**src/rtl/multdiv_seq.sv**
```systemverilog
// Iterative signed multiply (radix-2 Booth) / divide (restoring, on magnitudes) that borrows an external ALU.
// Latency: multiply 33 cycles, divide 36, divide-by-zero 1; data_resultRDY pulses once per completed operation.
// No backpressure: starts outside IDLE/DONE are dropped unless MULTDIV_RESTART_EN lets them abort the current op.
module multdiv_seq #(
    parameter logic [4:0] OP_ADD = 5'b00000,
    parameter logic [4:0] OP_SUB = 5'b00001
) (
    input  logic        clock,
    input  logic        reset,
    input  logic        ctrl_MULT,
    input  logic        ctrl_DIV,
    input  logic [31:0] data_operandA,
    input  logic [31:0] data_operandB,
    output logic [31:0] data_result,
    output logic        data_exception,
    output logic        data_resultRDY,
    output logic [31:0] alu_operandA,
    output logic [31:0] alu_operandB,
    output logic [4:0]  alu_opcode,
    input  logic [31:0] alu_result,
    input  logic        alu_overflow,
    input  logic        alu_isLessThan
);

    typedef enum logic [2:0] {
        S_IDLE  = 3'd0,
        S_MUL   = 3'd1,
        S_ABS_A = 3'd2,
        S_ABS_B = 3'd3,
        S_DIV   = 3'd4,
        S_SIGN  = 3'd5,
        S_DONE  = 3'd6
    } state_t;

    state_t      state, state_nxt;
    logic [4:0]  cnt;
    // acc is the Booth high word or the partial remainder; shreg is the Booth low word or the quotient;
    // opnd is the multiplicand or the divisor.
    logic [31:0] acc;
    logic [31:0] shreg;
    logic [31:0] opnd;
    logic        qbit;
    logic        neg;

    logic        start_ok;
    logic        do_mul;
    logic        do_div;
    logic        div_zero;
    logic        last_iter;
    logic [1:0]  booth;
    logic        mul_t;
    logic [31:0] mul_hi_nxt;
    logic [31:0] mul_lo_nxt;
    logic [31:0] div_rs;
    logic        div_ge;

`ifdef MULTDIV_RESTART_EN
    assign start_ok = 1'b1;
`else
    assign start_ok = (state == S_IDLE) || (state == S_DONE);
`endif

    assign do_mul    = start_ok & ctrl_MULT;
    assign do_div    = start_ok & ~ctrl_MULT & ctrl_DIV;
    assign div_zero  = (data_operandB == 32'd0);
    assign last_iter = (cnt == 5'd31);

    assign booth      = {shreg[0], qbit};
    // The ALU sum may overflow by one bit; the corrected sign keeps the arithmetic shift exact.
    assign mul_t      = alu_result[31] ^ alu_overflow;
    assign mul_hi_nxt = {mul_t, alu_result[31:1]};
    assign mul_lo_nxt = {alu_result[0], shreg[31:1]};

    // Unsigned Rs >= D built from the ALU's signed compare plus the operand MSBs.
    assign div_rs = {acc[30:0], shreg[31]};
    assign div_ge = acc[31]
                  | (div_rs[31] & ~opnd[31])
                  | (~(div_rs[31] ^ opnd[31]) & ~alu_isLessThan);

    always_ff @(posedge clock or posedge reset) begin
        if (reset) begin
            state <= S_IDLE;
        end else begin
            state <= state_nxt;
        end
    end

    always_comb begin
        state_nxt = state;
        if (do_mul) begin
            state_nxt = S_MUL;
        end else if (do_div) begin
            state_nxt = div_zero ? S_DONE : S_ABS_A;
        end else begin
            case (state)
                S_IDLE:  state_nxt = S_IDLE;
                S_MUL:   state_nxt = last_iter ? S_DONE : S_MUL;
                S_ABS_A: state_nxt = S_ABS_B;
                S_ABS_B: state_nxt = S_DIV;
                S_DIV:   state_nxt = last_iter ? S_SIGN : S_DIV;
                S_SIGN:  state_nxt = S_DONE;
                S_DONE:  state_nxt = S_IDLE;
                default: state_nxt = S_IDLE;
            endcase
        end
    end

    always_comb begin
        alu_opcode     = OP_ADD;
        alu_operandA   = 32'd0;
        alu_operandB   = 32'd0;
        data_resultRDY = (state == S_DONE);
        case (state)
            S_MUL: begin
                alu_operandA = acc;
                case (booth)
                    2'b01: alu_operandB = opnd;
                    2'b10: begin
                        alu_opcode   = OP_SUB;
                        alu_operandB = opnd;
                    end
                    default: alu_operandB = 32'd0;
                endcase
            end
            S_ABS_A: begin
                alu_opcode   = OP_SUB;
                alu_operandB = shreg;
            end
            S_ABS_B: begin
                alu_opcode   = OP_SUB;
                alu_operandB = opnd;
            end
            S_DIV: begin
                alu_opcode   = OP_SUB;
                alu_operandA = div_rs;
                alu_operandB = opnd;
            end
            S_SIGN: begin
                alu_opcode   = OP_SUB;
                alu_operandB = shreg;
            end
            default: begin
                alu_opcode   = OP_ADD;
                alu_operandA = 32'd0;
                alu_operandB = 32'd0;
            end
        endcase
    end

    always_ff @(posedge clock or posedge reset) begin
        if (reset) begin
            cnt            <= 5'd0;
            acc            <= 32'd0;
            shreg          <= 32'd0;
            opnd           <= 32'd0;
            qbit           <= 1'b0;
            neg            <= 1'b0;
            data_result    <= 32'd0;
            data_exception <= 1'b0;
        end else if (do_mul) begin
            opnd  <= data_operandA;
            acc   <= 32'd0;
            shreg <= data_operandB;
            qbit  <= 1'b0;
            cnt   <= 5'd0;
        end else if (do_div) begin
            if (div_zero) begin
                data_result    <= 32'd0;
                data_exception <= 1'b1;
            end else begin
                shreg <= data_operandA;
                opnd  <= data_operandB;
                neg   <= data_operandA[31] ^ data_operandB[31];
            end
        end else begin
            case (state)
                S_MUL: begin
                    acc   <= mul_hi_nxt;
                    shreg <= mul_lo_nxt;
                    qbit  <= shreg[0];
                    cnt   <= cnt + 5'd1;
                    if (last_iter) begin
                        data_result    <= mul_lo_nxt;
                        data_exception <= (mul_hi_nxt != {32{mul_lo_nxt[31]}});
                    end
                end
                S_ABS_A: begin
                    if (shreg[31]) begin
                        shreg <= alu_result;
                    end
                end
                S_ABS_B: begin
                    if (opnd[31]) begin
                        opnd <= alu_result;
                    end
                    acc <= 32'd0;
                    cnt <= 5'd0;
                end
                S_DIV: begin
                    acc   <= div_ge ? alu_result : div_rs;
                    shreg <= {shreg[30:0], div_ge};
                    cnt   <= cnt + 5'd1;
                end
                S_SIGN: begin
                    // A positive quotient with bit 31 set can only come from -2^31 / -1.
                    if (~neg & shreg[31]) begin
                        data_result    <= 32'd0;
                        data_exception <= 1'b1;
                    end else begin
                        data_result    <= neg ? alu_result : shreg;
                        data_exception <= 1'b0;
                    end
                end
                default: begin
                end
            endcase
        end
    end

endmodule

```
**config.mk**
```make
export PLATFORM = sky130hd
export DESIGN_NAME = multdiv_seq
export DESIGN_NICKNAME = d
export VERILOG_FILES = /design/src/rtl/multdiv_seq.sv
export SDC_FILE = /design/constraint.sdc
export NUM_CORES = 1
export LEC_CHECK = 0
export BUFFER_PORTS_ARGS = -buffer_cell sky130_fd_sc_hd__buf_2
export CORE_UTILIZATION = 35
export DETAILED_ROUTE_END_ITERATION = 8
export GPL_TIMING_DRIVEN = 1
export PLACE_DENSITY = 0.63
export SYNTH_ARGS = -nofsm -noshare
export SYNTH_HDL_FRONTEND = slang
export SYNTH_SLANG_ARGS = --single-unit
```
**constraint.sdc**
```tcl
create_clock -name clock -period 8 [get_ports clock]
set_clock_uncertainty 0.05 [all_clocks]
set_input_delay 0.8 -clock clock [delete_from_list [all_inputs] [get_ports clock]]
set_output_delay 0.8 -clock clock [all_outputs]
set_load 0.02 [all_outputs]
```
==> results of run 1 <==
## final timing paths
path | from | end | slack [ns]
max in group asynchronous | reset | neg | 5.93
worst min-delay path | reset | data_result[20] | 0.43
min in group clock | data_result[7] | data_result[7] | 0.43
worst max register to register | state[2] | shreg[16] | 4.42
worst min register to register | data_result[7] | data_result[7] | 0.43
worst max-delay path | state[2] | alu_operandB[12] | 3.38
## power groups by stage
| stage | combinational, W | sequential (W) | clock [W] |
|---|---|---|---|
| 5_1_grt | 0.00345 | 0.00148 | 0.000805 |
| 3_5_place_dp | 0.00316 | 0.00143 | 0 |
| 4_1_cts | 0.00318 | 0.00142 | 0.000777 |
| 6_report | 0.00318 | 0.00143 | 0.000767 |
| 2_1_floorplan | 0.00239 | 0.00132 | 0 |
| 3_3_place_gp | 0.00309 | 0.00143 | 0 |
## placed cells by master, fill, tap and decap left out, types with 7 or more instances in the layout
master and instances:
mux2i_1 95, o22a_1 31, o21ai_1 23, a22o_1 64, inv_1 11, a21oi_1 76
nor4_1 15, nor2_1 76, dfrtp_1 138, a22oi_1 30, o2bb2ai_1 31, buf_2 200
mux2_1 30, clkbuf_16 17, nor3_1 7, nand2_1 78, o21ai_0 105, a32oi_1 29
buf_4 19, mux2_2 34, nand4_1 9, and3_1 32
## through the flow
step / util (%) / hold WS [ns] / instances / total power [W] / cell area, µm²
after CTS: 41.6 / 0.437 / 1624 / 0.00538 / 11600
after floorplan: - / 0.430 / 1113 / 0.00371 / 9930
after global routing: 41.6 / 0.448 / 1624 / 0.00573 / 11600
after global placement: 39.7 / 0.420 / 1593 / 0.00452 / 11100
final: 41.6 / 0.427 / 1624 / 0.00538 / 11600
after detailed placement: 39.7 / 0.419 / 1593 / 0.00460 / 11100
## registers in the layout (all words and copies together) (netlist names)
register and flops:
state 3, cnt 5, data_exception 1, data_result 32, opnd 32, qbit 1
shreg 32, neg 1, acc 32
## Yosys cell counts (all sizes together) (7+ instances only)
| library cell | instances |
|---|---|
| dfrtp | 139 |
| o21ai | 131 |
| mux2i | 95 |
| nand2 | 81 |
| nor2 | 77 |
| a21oi | 76 |
| a22o | 64 |
| mux2 | 64 |
| clkbuf | 63 |
| buf | 54 |
| and3 | 32 |
| o22a | 31 |
| o2bb2ai | 31 |
| a22oi | 30 |
| a32oi | 29 |
| nor4 | 15 |
| inv | 13 |
| nand4 | 9 |
| nor3 | 9 |
| nand3 | 7 |
| nor2b | 7 |
## logic make-up (layout without fill, tap and decap cells)
logic type,after synthesis,count (layout),share of synthesized area (%)
AO/OA/AOI/OAI,422,422,29.0
multiplexers,159,159,16.9
other,1,4,0.0378
XOR/XNOR,3,3,0.454
flip-flops,139,139,35.1
AND/OR/NAND/NOR,251,251,12.0
buffers and inverters,130,263,6.00
adder cells (fa/ha/maj),5,5,0.631
## routing by layer
| metal | global-route usage, % | vias up | routed length (µm) |
|---|---|---|---|
| met5 | 0 | - | 13 |
| met3 | 4.23 | 64 | 2470 |
| met4 | 7.56 | 2 | 796 |
| met2 | 39.3 | 459 | 16800 |
| met1 | 35.1 | 4814 | 16300 |
| li1 | - | 4427 | - |
## layout make-up
type	instances	area, µm²
clock buffers	23	478
clock inverters	8	68.8
fillers	2778	16300
inverters	13	53.8
multi-input cells	844	5900
flip-flops and latches	139	3480
well taps	378	473
repair buffers	219	1140
## worst max-delay path: stages (launching register included)
cell      delay (ns)
dfrtp_1         1.04
or3b_1          0.45
nand2_2         0.57
o21bai_2        0.53
buf_4           0.40
a22o_1          0.17
buf_2           0.16
==> summary.md, run 1 <==
| Metric | Value |
|---|---|
| Post-synth EDFFs | 0 |
| Async S/R FF share, synth | 100% |
| Dpl hpwl | 23,700 µm |
| Clk buf depth | 2 |
| Starting density of the core | 35.6% |
| Internal power | 0.00282 W |
| H-tree levels | 4 |
| Pleak | 5.17 nW |
| Site Rows | 61 |
| Initial DRC Count | 979 |
| NetSw | approximately 0.0026 W |
| Hold Violations, Final | 0 |
| Router iterations before antenna repair | 6 |
| Total Negative Setup Slacks | 0 ns |
| Core Area | around 28,000 µm² |
| Share of cells above drive strength 1 | 24.2% |
| First-pass GRT wire length | 56,300 µm |
| Yosys warnings | 0 |
| Mean post-synth cell area | 8.94 µm² |
| I/O pin total | ~210 |
| Nets | 1,341 |
| Synth area leaders | dfrtp_1 (35%), mux2i_1 (9.6%), a22o_1 (5.7%) |
| Worst EP arrival | 3.77 ns |
| RSZ-0062 raised after global routing | no |
| Crit Path Class | reg -> out |
| Die height | 170 µm |
| Vias per inst | 6.01 |
| Slew Viols, Final | 0 |
| TritonCTS clock tree | done |
| Initial antenna violation count | 2 |
| Via count | 9,766 |
| Flop pwr share | 26.7% |
| Layout area overhead | 16.9% |
| HP Class | in -> async |
| Post-CTS setup buffers | 0 |
| FMAX | 0.217 GHz |
| Slew headroom | 18.8% |
| CTS sink count | 139 |
| Area leader, netlist | dfrtp_1 |
| Vias in the first global route | around 9,000 |
| IR drop worst, VDD | 0.218 mV |
| Total detailed-routing wirelength | 36,300 µm |
| Element type at the critical path end | output port |
| Worst-path clk slew | about 0.070 ns |
| CTS Buf Count | 17 |
| GRT Resource Usage Total | 25.1% |
| Crit path max fanout | 35 |
| WL/cell | 22.3 µm |
| Worst R2R Path Depth | 5 |
| Final Cycle Share | 57.7% |
| Comb power frac | 59.1% |
| Post-Syn Instances | ~1,100 |
| P per Cell Area | 464 nW/µm² |
| Worst setup margin | 3.38 ns |
| Grt total ovfl | 0 |
| Status | finished clean |
| DRC | 0 |
| Predominant post-synthesis flop cell | dfrtp_1 |
| Post-placement setup slack | around 3.8 ns |
| CTS root buffer | clkbuf_16 |
| Switching share of power | 47.6% |
| Seq cells post-synth | roughly 140 |
| IO buf count | 200 |
| Maxcap violations | 0 |
| Seq/Total Area, Yosys | 35.1% |
| Worst slew pin tran | ~1.2 ns |
| # hold bufs at CTS | 0 |
| Startpoint types | flip-flop |
| Synth cell types | 57 |
| Worst-skew pair later-pin latency | 0.43 ns |
| Die area | 29,000 µm² |
| Antenna-violating nets left | 0 |
| Mapped Area | roughly 10000 µm² |
| Clock group share of total power | 14.3% |
| Top-area cell type share of the netlist area | 35.1% |
| Post_cts resized | 0 |
| Die X | 170 µm |
| Count of final setup violators | 0 |
| Critical Path RT | 7.15 ns |
| Tmin final | about 4.6 ns |
| Placer Congestion | 0.859 |
| ANT cells | 0 |
| Largest net degree at the start of global routing | 95 |
(Power assumes the default switching activity.)
==> inputs of run 2 (changes only) <==
==> constraint.sdc (replaced) <==
create_clock -name clock -period 4.5 [get_ports clock]
set_clock_uncertainty 0.05 [all_clocks]
set_input_delay 0.45 -clock clock [delete_from_list [all_inputs] [get_ports clock]]
set_output_delay 0.45 -clock clock [all_outputs]
set_load 0.02 [all_outputs]
==> summary.md, run 2 (synthesis results as in run 1) <==
| Metric | Value |
|---|---|
| Comb power frac | 58.6% |
| I/O pin total | 205 |
| Via count | 9,921 |
| Worst slew pin tran | 1.22 ns |
| Initial antenna violation count | 1 |
| Total Negative Setup Slacks | 0 ns |
| NetSw | approximately 0.0046 W |
| HP Class | in -> async |
| Pleak | 5.23 nW |
| Die height | 170 µm |
| CTS Buf Count | 17 |
| Hold Violations, Final | 0 |
| Worst-path cell chain | inv_1 -> and2_1 -> buf_4 -> a22o_1 -> buf_2 |
| Crit Path Class | reg -> out |
| Die X | 170 µm |
| Crit path max fanout | 30 |
| # hold bufs at CTS | 0 |
| Worst EP arrival | between 3 and 4 ns |
| Fin Hold WS | 0.188 ns |
| Nets | 1,349 |
| Clock group share of total power | 16.0% |
| IO buf count | 200 |
| Commonest non-fill, non-tap cell in the layout | buf_2 |
| Delay of the slowest cell on the worst path | 0.91 ns |
| Slew Viols, Final | 0 |
| Post-CTS setup buffers | 0 |
| Grt total ovfl | 0 |
| Maxcap violations | 0 |
| Total detailed-routing wirelength | 36,900 µm |
| WL/cell | 22.6 µm |
| Die area | between 20,000 and 30,000 µm² |
| Status | finished clean |
| Worst-path cell with the longest stage delay | dfrtp_1 |
| Startpoint types | flip-flop |
| CTS sink count | 139 |
| Largest net degree at the start of global routing | 95 |
| First-pass GRT wire length | 56,900 µm |
| P per Cell Area | 839 nW/µm² |
| Share of cells above drive strength 1 | 24.9% |
| Worst-skew pair later-pin latency | 0.44 ns |
| FMAX | 0.277 GHz |
| Core Area | ~28,000 µm² |
| H-tree levels | 4 |
| Internal power | about 0.0052 W |
| Total Power | 0.00986 W |
| Reg2reg start | state[1] |
| Router iterations before antenna repair | 6 |
| Worst R2R Path Depth | 5 |
| Post_cts resized | 0 |
| Switching share of power | a little under half |
| Flop pwr share | 25.4% |
| Critical Path RT | 4.00 ns |
| CTS root buffer | clkbuf_16 |
| Most frequent cells in the layout | buf_2 (200), dfrtp_1 (138), o21ai_0 (105), mux2i_1 (95), nand2_1 (78) |
| RR Endpoint | opnd[18] |
| Clk buf depth | 2 |
| Final Cycle Share | 80.2% |
| TritonCTS clock tree | done |
| DRC | 0 |
| Element type at the critical path end | output port |
| Tmin final | 3.61 ns |
| Count of final setup violators | 0 |
| Placer Congestion | 0.879 |
| Site Rows | 61 |
| GRT Resource Usage Total | 25.5% |
| Worst-path clk slew | 0.06 ns |
| Starting density of the core | 35.6% |
| Antenna-violating nets left | 0 |
| Dpl hpwl | approximately 24,000 µm |
| Initial DRC Count | 968 |
| Reg2reg setup slack | 1.46 ns |
| IR drop worst, VDD | 0.316 mV |
| Layout area overhead | 18.5% |
| Slew headroom | 18.2% |
| Vias in the first global route | 9,529 |
| Vias per inst | 6.08 |
| RSZ-0062 raised after global routing | no |
==> run 2: cell types whose count changed in the layout (fill, tap and decap cells not counted), sizes merged <==
cell	previous run	this run
buf	219	227
clkbuf	23	17
bufinv	1	5
clkinvlp	0	3
clkinv	7	5
diode	0	1
==> run 2: critical path, delay by kind of cell, from the launching register on <==
kind | cells | cell delay [ns]
buf+inv | 3 | 1.05
compound gates | 1 | 0.32
simple gates | 1 | 0.39
flops | 1 | 0.91
==> run 2: power groups by stage <==
stage	sequential, W	combinational (W)	clock (W)
finish	0.00250	0.00578	0.00158
global route	0.00256	0.00628	0.00164
CTS	0.00247	0.00576	0.00159
detailed placement	0.00249	0.00573	0
global placement	0.00249	0.00564	0
floorplan	0.00235	0.00425	0
==> run 2: worst max-delay path by stage <==
stage	from	end	slack, ns	cells past startpoint
floorplan	reset	acc[0]	0.28	1
finish	state[1]	alu_operandA[3]	0.89	5
global route	state[1]	alu_operandB[0]	0.80	7
CTS	state[1]	alu_operandB[30]	0.94	7
detailed placement	state[1]	alu_operandB[30]	1.40	7
global placement	state[1]	alu_operandA[2]	1.42	5
==> run 2: per-stage QoR <==
step	util, %	setup WS (ns)	instances	instance area (µm²)
6_report	42.2	0.890	1632	11800
5_1_grt	42.2	0.797	1632	11800
3_3_place_gp	39.9	1.42	1601	11100
3_5_place_dp	39.9	1.40	1601	11100
4_1_cts	42.2	0.940	1631	11800
2_1_floorplan	-	0.275	1113	9930
==> run 2: layout make-up <==
| class | instances | area [µm²] |
|---|---|---|
| diodes | 1 | 2.50 |
| clock buffers | 17 | 425 |
| clock inverters | 13 | 201 |
| fillers | 2759 | 16100 |
| inverters | 13 | 53.8 |
| multi-input cells | 844 | 5900 |
| flip-flops and latches | 139 | 3480 |
| well taps | 378 | 473 |
| repair buffers | 227 | 1220 |
==> run 2: layer usage <==
metal | global-route usage [%] | wire [µm] | share of wire [%]
met1 | 34.7 | 16500 | 45
met2 | 39.7 | 16600 | 45
met3 | 6.02 | 3020 | 8.2
met4 | 8.38 | 745 | 2.0
met5 | 0 | 0 | 0
